===== config.mk =====
export PLATFORM = sky130hd
export DESIGN_NAME = mul_div_unit
export DESIGN_NICKNAME = d
export VERILOG_FILES = /design/src/rtl/mdu_pkg.sv /design/src/rtl/mdu_core.sv /design/src/rtl/mul_div_unit.sv
export SDC_FILE = /design/constraint.sdc
export NUM_CORES = 1
export LEC_CHECK = 0
export ABC_CLOCK_PERIOD_IN_PS = 3100
export CORE_MARGIN = 5
export CORE_UTILIZATION = 48
export CTS_CLUSTER_DIAMETER = 30
export CTS_CLUSTER_SIZE = 14
export DETAILED_ROUTE_END_ITERATION = 10
export PLACE_DENSITY = 0.73
export SETUP_SLACK_MARGIN = 0.02
export SLEW_MARGIN = 25
export SYNTH_ARGS = -nofsm -noshare
export SYNTH_HDL_FRONTEND = slang
export SYNTH_SLANG_ARGS = --single-unit

===== constraint.sdc =====
create_clock -name clk -period 3.1 [get_ports clk]
set_input_delay 0.775 -clock clk [delete_from_list [all_inputs] [get_ports clk]]
set_output_delay 0.775 -clock clk [all_outputs]
set_load 0.005 [all_outputs]

===== src/rtl/mdu_pkg.sv =====
// Shared encodings, FSM states and iteration count for the multiply/divide unit.
package mdu_pkg;

  localparam int unsigned ITER = 32;
  localparam int unsigned CntW = 6;

  localparam logic [1:0] OP_DIVU  = 2'b00;
  localparam logic [1:0] OP_DIV   = 2'b01;
  localparam logic [1:0] OP_MULTU = 2'b10;
  localparam logic [1:0] OP_MULT  = 2'b11;

  typedef enum logic [1:0] {
    StIdle,
    StRun,
    StFix,
    StDone
  } state_e;

  function automatic logic [31:0] mag32(input logic [31:0] v, input logic neg);
    return neg ? -v : v;
  endfunction

endpackage


===== src/rtl/mdu_core.sv =====
// Iterative radix-2 datapath: restoring divide and (with MUL_DIV_UNIT_MULT_EN) shift-add multiply.
module mdu_core #(
  parameter int unsigned Width = 32
) (
  input  logic             clk_i,
  input  logic             rst_ni,
  input  logic             load_i,
  input  logic             step_i,
  input  logic             fix_i,
  input  logic             mul_i,
  input  logic             neg_hi_i,
  input  logic             neg_lo_i,
  input  logic [Width-1:0] a_i,
  input  logic [Width-1:0] b_i,
  output logic [Width-1:0] hi_o,
  output logic [Width-1:0] lo_o
);

  // rem_q/quo_q double as the upper/lower halves of the product accumulator.
  logic [Width-1:0] rem_q, rem_d;
  logic [Width-1:0] quo_q, quo_d;
  logic [Width-1:0] dvs_q, dvs_d;
  logic [Width:0]   part;
  logic [Width:0]   diff;

`ifdef MUL_DIV_UNIT_MULT_EN
  logic [Width:0]   sum;
`else
  logic             unused_mul;
  assign unused_mul = mul_i;
`endif

  always_comb begin
    rem_d = rem_q;
    quo_d = quo_q;
    dvs_d = dvs_q;
    part  = {rem_q, quo_q[Width-1]};
    diff  = part - {1'b0, dvs_q};
`ifdef MUL_DIV_UNIT_MULT_EN
    sum   = {1'b0, rem_q} + (quo_q[0] ? {1'b0, dvs_q} : '0);
`endif
    if (load_i) begin
      rem_d = '0;
      quo_d = a_i;
      dvs_d = b_i;
    end else if (step_i) begin
`ifdef MUL_DIV_UNIT_MULT_EN
      if (mul_i) begin
        rem_d = sum[Width:1];
        quo_d = {sum[0], quo_q[Width-1:1]};
      end else
`endif
      if (!diff[Width]) begin
        rem_d = diff[Width-1:0];
        quo_d = {quo_q[Width-2:0], 1'b1};
      end else begin
        rem_d = part[Width-1:0];
        quo_d = {quo_q[Width-2:0], 1'b0};
      end
    end else if (fix_i) begin
`ifdef MUL_DIV_UNIT_MULT_EN
      if (mul_i) begin
        if (neg_lo_i) {rem_d, quo_d} = -{rem_q, quo_q};
      end else
`endif
      begin
        if (neg_hi_i) rem_d = -rem_q;
        if (neg_lo_i) quo_d = -quo_q;
      end
    end
  end

  always_ff @(posedge clk_i) begin
    if (!rst_ni) begin
      rem_q <= '0;
      quo_q <= '0;
      dvs_q <= '0;
    end else begin
      rem_q <= rem_d;
      quo_q <= quo_d;
      dvs_q <= dvs_d;
    end
  end

  assign hi_o = rem_q;
  assign lo_o = quo_q;

endmodule


===== src/rtl/mul_div_unit.sv =====
// Multi-cycle multiply/divide unit: FSM, iteration counter and result registers.
// Multiply datapath is compiled in only when MUL_DIV_UNIT_MULT_EN is defined.
module mul_div_unit
  import mdu_pkg::*;
#(
  parameter int unsigned WIDTH = 32
) (
  input  logic             clk,
  input  logic             rst_n,
  input  logic             start,
  input  logic [1:0]       op,
  input  logic [WIDTH-1:0] a,
  input  logic [WIDTH-1:0] b,
  output logic             busy,
  output logic             done,
  output logic [WIDTH-1:0] hi,
  output logic [WIDTH-1:0] lo,
  output logic             div_zero
);

  state_e            state_q, state_d;
  logic [CntW-1:0]   cnt_q, cnt_d;
  logic [1:0]        op_q, op_d;
  logic              qneg_q, qneg_d;
  logic              rneg_q, rneg_d;
  logic              bz_q, bz_d;
  logic              ill_q, ill_d;
  logic              done_q, done_d;
  logic              dz_q, dz_d;
  logic [WIDTH-1:0]  hi_q, hi_d;
  logic [WIDTH-1:0]  lo_q, lo_d;

  logic              a_neg, b_neg, b_zero, illegal;
  logic              load, step, fix;
  logic [WIDTH-1:0]  core_a, core_b, core_hi, core_lo;

  // op[0] marks the signed variants of both divide and multiply.
  assign a_neg  = op[0] & a[WIDTH-1];
  assign b_neg  = op[0] & b[WIDTH-1];
  assign b_zero = !op[1] && (b == '0);
`ifdef MUL_DIV_UNIT_MULT_EN
  assign illegal = 1'b0;
`else
  assign illegal = op[1];
`endif

  // A zero divisor passes the raw dividend through so it can be returned unchanged.
  assign core_a = b_zero ? a : mag32(a, a_neg);
  assign core_b = mag32(b, b_neg);

  always_comb begin
    state_d = state_q;
    cnt_d   = cnt_q;
    op_d    = op_q;
    qneg_d  = qneg_q;
    rneg_d  = rneg_q;
    bz_d    = bz_q;
    ill_d   = ill_q;
    done_d  = 1'b0;
    dz_d    = dz_q;
    hi_d    = hi_q;
    lo_d    = lo_q;
    load    = 1'b0;
    step    = 1'b0;
    fix     = 1'b0;
    case (state_q)
      StIdle: begin
        if (start) begin
          load    = 1'b1;
          op_d    = op;
          qneg_d  = a_neg ^ b_neg;
          rneg_d  = a_neg;
          bz_d    = b_zero;
          ill_d   = illegal;
          cnt_d   = '0;
          if (!illegal) dz_d = 1'b0;
          state_d = (b_zero || illegal) ? StDone : StRun;
        end
      end
      StRun: begin
        step  = 1'b1;
        cnt_d = cnt_q + CntW'(1);
        if (cnt_q == CntW'(ITER - 1)) state_d = StFix;
      end
      StFix: begin
        fix     = 1'b1;
        state_d = StDone;
      end
      StDone: begin
        done_d  = 1'b1;
        state_d = StIdle;
        if (!ill_q) begin
          if (bz_q) begin
            hi_d = core_lo;
            lo_d = '1;
            dz_d = 1'b1;
          end else begin
            hi_d = core_hi;
            lo_d = core_lo;
          end
        end
      end
      default: state_d = StIdle;
    endcase
  end

  always_ff @(posedge clk) begin
    if (!rst_n) begin
      state_q <= StIdle;
      cnt_q   <= '0;
      op_q    <= OP_DIVU;
      qneg_q  <= 1'b0;
      rneg_q  <= 1'b0;
      bz_q    <= 1'b0;
      ill_q   <= 1'b0;
      done_q  <= 1'b0;
      dz_q    <= 1'b0;
      hi_q    <= '0;
      lo_q    <= '0;
    end else begin
      state_q <= state_d;
      cnt_q   <= cnt_d;
      op_q    <= op_d;
      qneg_q  <= qneg_d;
      rneg_q  <= rneg_d;
      bz_q    <= bz_d;
      ill_q   <= ill_d;
      done_q  <= done_d;
      dz_q    <= dz_d;
      hi_q    <= hi_d;
      lo_q    <= lo_d;
    end
  end

  mdu_core #(
    .Width (WIDTH)
  ) u_core (
    .clk_i    (clk),
    .rst_ni   (rst_n),
    .load_i   (load),
    .step_i   (step),
    .fix_i    (fix),
    .mul_i    (op_q[1]),
    .neg_hi_i (op_q[0] & rneg_q),
    .neg_lo_i (op_q[0] & qneg_q),
    .a_i      (core_a),
    .b_i      (core_b),
    .hi_o     (core_hi),
    .lo_o     (core_lo)
  );

  assign busy     = (state_q != StIdle);
  assign done     = done_q;
  assign hi       = hi_q;
  assign lo       = lo_q;
  assign div_zero = dz_q;

endmodule


==> metrics.csv, run 1 <==
stage,metric,value,unit
cells_and_area,Layout area overhead,31.44,%
logic_synthesis,Yosys top cell area share,0.2941,
logic_synthesis,Yosys warnings,0,
logic_synthesis,Adder-Cell Fraction of Synth Area,0.04579,
clock_network,Max clock buf depth,2,
floorplan,Die ar.,28070,µm²
grt,grt ovf,0,
timing,achievable clock frequency,0.3258,GHz
power_and_ir_drop,Pleak,5.982,nW
cells_and_area,ANT cells,0,
worst_hold_path,worst hold path type,reg -> reg,
routing,via count,13180,
timing,Final Max Tran Viols,0,
logic_synthesis,Synth Area in Compound Gates,0.2533,
routing,number of iterations in the first detailed-routing pass,6,
grt,vias in the first global route,12060,
cells_and_area,final non-filler cell total,2166,
clock_network,CTS root buffer,clkbuf_16,
clock_network,"Reg clk slew, reported paths",0.08,ns
logic_synthesis,synth cell count leaders,"nor2_1, dfxtp_1, a21oi_1",
logic_synthesis,ys async rst share,0,
timing,RSZ-0062 raised after global routing,yes,
timing,setup TNS,0,ns
cells_and_area,final instance area,15660,µm²
grt,initial antenna violation count,1,
floorplan,starting density of the core,0.4885,
routing,DRT iter0 DRCs,1587,
routing,drc violations,0,
timing,Layout Skew,0.01474,ns
grt,GR Util met3,0.05540,
cells_and_area,fillers,2113,
placement,input/output buffers,135,
logic_synthesis,Post-Synthesis Cell Area,11910,µm²
grt,Tot GR Track Use,0.2797,
critical_path,crit path max fanout,7,
routing,DRT Wirelength,41.44,mm
timing,Final min period,3.069,ns
grt,first-pass GRT wire length,64.56,mm
grt,met2 usage,0.4312,
logic_synthesis,most numerous cell in the Yosys netlist,nor2_1,
power_and_ir_drop,VDD IR-drop max,0.5302,mV
logic_synthesis,Post-synth EDFFs,0,
outcome,status,finished clean,
placement,HPWL Detailed,30.03,mm
logic_synthesis,#FFs+latches synth,175,
critical_path,CP Capture Type,flop,
logic_synthesis,leading area contributor after synthesis,dfxtp_1,
grt,M1 GR Usage,0.3968,
routing,antenna-violating nets left,0,
timing,slew margin rel.,0.3912,
critical_path,R2R setup slack,0.03,ns
logic_synthesis,syn nets,1715,
clock_network,CTS Buf Count,17,
critical_path,crit path DAT,3.37,ns
logic_synthesis,Synth Flop Type,dfxtp_1,
floorplan,site row count,57,
grt,largest net degree at the start of global routing,97,
clock_network,"Clk Latency, worst-skew pair",0.45,ns
logic_synthesis,largest family of logic cells by synthesized area,compound AO/OA/AOI/OAI gates,
grt,grt peak-use layer,met2,
timing,Slew @ Worst Pin,0.9132,ns
logic_synthesis,"Distinct cells, synth",76,
routing,DR WL/cell,19.13,µm
clock_network,CTS tree,built,
floorplan,Die W,167.5,µm
timing,"Hold Violations, Final",0,
timing,period utilization,0.9900,
clock_network,H-tree levels,4,
floorplan,Die Ht,167.5,µm
clock_network,clock sinks,175,
floorplan,Core Region,24390,µm²
logic_synthesis,post-synthesis xor/xnor area fraction,0.07057,
cells_and_area,layout cell share with drive strength beyond 1,0.1672,
cells_and_area,Nets,1941,
logic_synthesis,sequential share of the synthesized area,0.2941,
timing,final setup vio count,0,
placement,placed inst area,14550,µm²
placement,dpl cells,2107,
critical_path,Worst Path Required,3.41,ns
floorplan,Top Ports,136,
power_and_ir_drop,Pwr Density,1042,nW/µm²
logic_synthesis,top post-synthesis cells by area,"dfxtp_1, nor2_1, a21oi_1, nor3_1, ha_1",
logic_synthesis,Post-Synth Simple-Gate Area,0.2286,
flow_run,# Max-Cap Violations,0,
logic_synthesis,syn avg cell area,7.432,µm²
logic_synthesis,post-synthesis mux area share,0.04306,
critical_path,WS Path Type,reg -> reg,
logic_synthesis,post-synthesis instance total,1603,
critical_path,startpoint type of the worst setup path,flop,
placement,RePlAce Congestion,0.9444,
routing,Via density,6.083,
[power breakdown]
part / internal (mW) / switching (mW) / total [mW]
combinational: 4.48 / 5.98 / 10.5
clock: 1.14 / 1.21 / 2.35
sequential: 2.81 / 0.698 / 3.51
[routing by layer]
metal / routed length, µm / vias up / share of wire
li1: - / 6295 / -
met1: 18010 / 6124 / 0.43
met2: 18280 / 675 / 0.44
met3: 3989 / 80 / 0.096
met4: 1136 / 2 / 0.027
met5: 13 / - / 0.00031
[logic make-up (layout without fill, tap and decap cells)]
family          Yosys count  in the layout
fa+ha+maj                43             43
buf+inv                 196            433
xor+xnor                 96             96
flops                   175            175
compound gates          470            470
mux                      51             51
simple gates            572            574
[cells in the final DEF (no fill, tap or decap), drive strengths merged, types with 39 or more instances in the layout]
cell type	n
inv	75
a21oi	140
clkdlybuf4s50	114
nor3	109
xor2	39
nand2	108
a211oi	64
buf	198
mux2i	49
dfxtp	175
xnor2	57
o21ai	99
nor2	209
ha	42
[cell type report]
class	instances	area, µm²	area share
repair buffers	332	2902	0.1853
clock inverters	15	220.2	0.01406
multi-input cells	1234	7938	0.5069
well taps	324	405.4	0.02589
clock buffers	17	425.4	0.02717
flip-flops and latches	175	3510	0.2241
inverters	69	260.3	0.01662
[sequential cells by signal, indices dropped and copies added, names as in the netlist, 2 cells and up]
register	cells
cnt_q	6
state_q	2
u_core.lo_o	32
hi	32
lo	32
u_core.dvs_q	32
u_core.hi_o	32
[final timing paths]
check,from,to,cells after the start
max,u_core.lo_o[31],u_core.hi_o[18],13
min,u_core.dvs_q[31],u_core.dvs_q[31],2
max reg2reg,u_core.lo_o[31],u_core.hi_o[18],13
min reg2reg,u_core.dvs_q[31],u_core.dvs_q[31],2
[per-stage QoR]
step | util | hold WS [ns] | power, mW | worst slack, ns
finish | 0.6420 | 0.4591 | 16.31 | 0.03085
global route | 0.6420 | 0.4783 | 17.33 | -0.02294
CTS | 0.6317 | 0.4650 | 15.68 | 0.02165
detailed placement | 0.5963 | 0.4530 | 12.92 | -0.6573
global placement | 0.5963 | 0.4404 | 12.74 | -0.5864
floorplan | - | 0.4319 | 9.788 | -0.1350
[worst max-delay path: stages, from the launching register on]
cell      delay [ns]
dfxtp_2         0.35
inv_2           0.06
ha_4            0.16
fa_2            0.40
nand2b_4        0.16
a21oi_4         0.14
o41a_1          0.24
a41oi_2         0.20
o31ai_2         0.32
a211o_1         0.23
and2_4          0.20
buf_8           0.15
mux2i_1         0.24
o22ai_1         0.10
[repair_timing]
| item | in CTS | in global routing |
|---|---|---|
| buffers inserted | 17 | 7 |
| endpoints found under the hold margin | 0 | 0 |
| hold buffers | 0 | 0 |
| pin swaps | 22 | 41 |
| setup endpoints to repair | 63 | 59 |
| gates resized for setup | 33 | 56 |
| cloned | 3 | 0 |
Power figures use the tool's default switching activity.
==> inputs of run 2 (changes only) <==
--- a/config.mk
+++ b/config.mk
@@ -14,5 +14,6 @@
 export PLACE_DENSITY = 0.73
 export SETUP_SLACK_MARGIN = 0.02
-export SLEW_MARGIN = 25
+export SKIP_CTS_REPAIR_TIMING = 1
+export SLEW_MARGIN = 20
 export SYNTH_ARGS = -nofsm -noshare
 export SYNTH_HDL_FRONTEND = slang
==> constraint.sdc (replaced) <==
create_clock -name clk -period 3.1 [get_ports clk]
set_input_delay 0.62 -clock clk [delete_from_list [all_inputs] [get_ports clk]]
set_output_delay 0.62 -clock clk [all_outputs]
set_load 0.005 [all_outputs]
==> run 2 against run 1 <==
Compared with the run above: the flow now finishes with violations (setup timing); combinational power about the same; clock skew is 0.00094 ns higher; power rose by 0.95%; clock-buffer cell count did not move; clock power hardly changed; hold slack gained 0.0068 ns; global-route usage is 0.46 points lower; critical endpoint is now u_core.hi_o[20]; largest power group unchanged; highest routed layer is now met4.
==> metrics.csv, run 2 (same netlist as run 1, synthesis figures left out) <==
stage,metric,value,unit,change
timing,"Hold Violations, Final",0,,unchanged
grt,largest net degree at the start of global routing,97,,unchanged
cells_and_area,layout cell share with drive strength beyond 1,0.1530,,-0.01417
grt,grt ovf,0,,unchanged
critical_path,startpoint type of the worst setup path,flop,,
timing,Setup WS post-layout,-0.08760,ns,-0.1185 ns
cells_and_area,Nets,1922,,-0.98%
critical_path,Worst Path Required,3.44,ns,+0.03 ns
critical_path,crit-path leading delay family,compound AO/OA/AOI/OAI gates,,
critical_path,slowest CP cell,fa_2,,
critical_path,CP Capture Type,flop,,
routing,drc violations,0,,unchanged
grt,initial antenna violation count,0,,-1
clock_network,CTS root buffer,clkbuf_16,,
cells_and_area,Final Core Density,0.6356,,-0.006413
timing,achievable clock frequency,0.3137,GHz,-3.7%
critical_path,crit path DAT,3.52,ns,+0.15 ns
cells_and_area,Layout area overhead,30.13,%,
cells_and_area,final non-filler cell total,2147,,-0.88%
power_and_ir_drop,Design Power,16.47,mW,+0.95%
timing,Layout Skew,0.01568,ns,+0.0009421 ns
critical_path,CP peak stage delay,0.40,ns,about the same
floorplan,Die ar.,28070,µm²,unchanged
floorplan,Die Ht,167.5,µm,unchanged
timing,final setup vio count,22,,+22
worst_hold_path,hold path depth,2,,unchanged
outcome,status,"finished, violations left",,
clock_network,clock sinks,175,,unchanged
critical_path,WS Path Type,reg -> reg,,
floorplan,Core Region,24390,µm²,unchanged
cells_and_area,ANT cells,0,,unchanged
placement,input/output buffers,135,,unchanged
power_and_ir_drop,Pwr Density,1062,nW/µm²,+2.0%
critical_path,CP cell instances,"inv_2, ha_4, fa_2, nand2b_4, a21oi_4, o41a_1, a41oi_2, o31a_1, a2bb2oi_2, and2_4, buf_12, clkbuf_16, a32oi_1, nand2_1",,
clock_network,CTS Buf Count,17,,unchanged
flow_run,# Max-Cap Violations,0,,unchanged
placement,dpl cells,2101,,-0.28%
power_and_ir_drop,VDD IR-drop max,0.6898,mV,+30%
timing,RSZ-0062 raised after global routing,yes,,
floorplan,Die W,167.5,µm,unchanged
clock_network,H-tree levels,4,,unchanged
routing,antenna-violating nets left,0,,unchanged
critical_path,Worst Reg-to-Reg Cells,14,,+1
critical_path,RR Endpoint,u_core.hi_o[20],,
worst_hold_path,min-delay src,u_core.dvs_q[31],,
grt,first-pass GRT wire length,63.11,mm,-2.2%
placement,RePlAce Congestion,0.9821,,+4.0%
clock_network,Max clock buf depth,2,,unchanged
routing,number of iterations in the first detailed-routing pass,6,,unchanged
floorplan,site row count,57,,unchanged
routing,Via density,6.080,,about the same
floorplan,Top Ports,136,,unchanged
grt,vias in the first global route,11900,,-1.3%
routing,DRT Wirelength,40.99,mm,-1.1%
power_and_ir_drop,Pleak,5.828,nW,-2.6%
timing,Slew @ Worst Pin,1.035,ns,+0.1216 ns
clock_network,CTS tree,built,,
timing,Final Max Tran Viols,0,,unchanged
critical_path,crit path max fanout,8,,+1
worst_hold_path,worst hold path type,reg -> reg,,
routing,DRT iter0 DRCs,1515,,-4.5%
timing,period utilization,1.028,,+0.03821
cells_and_area,fillers,2166,,+2.5%
outcome,failing checks,setup timing,,
critical_path,worst setup path startpoint,u_core.lo_o[31],,
placement,HPWL Detailed,29.98,mm,-0.15%
routing,DR WL/cell,19.09,µm,-0.21%
clock_network,"Clk Latency, worst-skew pair",0.45,ns,about the same
clock_network,"Reg clk slew, reported paths",0.08,ns,about the same
cells_and_area,"most common cell after layout, fill and taps aside",nor2_1,,
critical_path,Worst Path Buf+Inv,3,,+1
timing,slew margin rel.,0.3076,,-0.08359
floorplan,starting density of the core,0.4885,,unchanged
critical_path,R2R setup slack,-0.09,ns,-0.12 ns
routing,via count,13050,,-0.93%
timing,Final min period,3.188,ns,+0.1185 ns
critical_path,R2R Path Start,u_core.lo_o[31],,
worst_hold_path,"Endpoint, Worst Hold",u_core.dvs_q[31],,
grt,Tot GR Track Use,0.2751,,-0.004561
cells_and_area,"commonest cells after routing, fill and taps aside","nor2_1, dfxtp_1, buf_4, a21oi_1, clkdlybuf4s50_1",,
==> run 2: worst reg2reg max path, delay by kind of cell, from the launching register on <==
| family | cells | cell delay [ns] |
|---|---|---|
| flops | 1 | 0.35 |
| fa+ha+maj | 2 | 0.56 |
| compound gates | 6 | 1.37 |
| simple gates | 3 | 0.44 |
| buf+inv | 3 | 0.34 |
==> run 2: power by group <==
| part | total, mW | switching (mW) | internal (mW) |
|---|---|---|---|
| logic | 10.7 | 6.19 | 4.55 |
| clock network | 2.32 | 1.19 | 1.13 |
| registers | 3.41 | 0.601 | 2.81 |
| total | 16.5 | 7.98 | 8.49 |
==> run 2: how the worst max path moves through the flow <==
stage | end | slack (ns) | depth (start not counted)
global route | u_core.hi_o[20] | -0.15 | 14
finish | u_core.hi_o[20] | -0.09 | 14
floorplan | u_core.lo_o[19] | 0.02 | 10
detailed placement | u_core.lo_o[31] | -0.56 | 10
global placement | u_core.lo_o[3] | -0.45 | 10
CTS | u_core.hi_o[9] | -0.30 | 13
==> run 2: routing by layer <==
metal  GRT usage  part of all wire
met1      0.3971              0.44
met2      0.4183              0.44
met3     0.04503             0.095
met4     0.09104             0.025
met5           0                 0
==> run 2: metrics by stage <==
| stage | setup TNS, ns | instance area [µm²] | worst slack, ns | hold slack (ns) |
|---|---|---|---|---|
| final | -0.6446 | 15500 | -0.08760 | 0.4659 |
| after global routing | -2.774 | 15500 | -0.1456 | 0.4860 |
| after CTS | -6.605 | 15140 | -0.3000 | 0.4653 |
| after detailed placement | -16.90 | 14500 | -0.5618 | 0.4532 |
| after global placement | -14.13 | 14500 | -0.4462 | 0.4425 |
| after floorplan | 0 | 11930 | 0.02000 | 0.4319 |
==> run 2: final cells by class <==
type,instances,area [µm²],area share
Multi-Input combinational cell,1234,7876,0.5080
Timing Repair Buffer,313,2813,0.1814
Sequential cell,175,3507,0.2262
Clock inverter,15,216.5,0.01396
Clock buffer,17,425.4,0.02744
Tap cell,324,405.4,0.02615
Inverter,69,260.3,0.01679
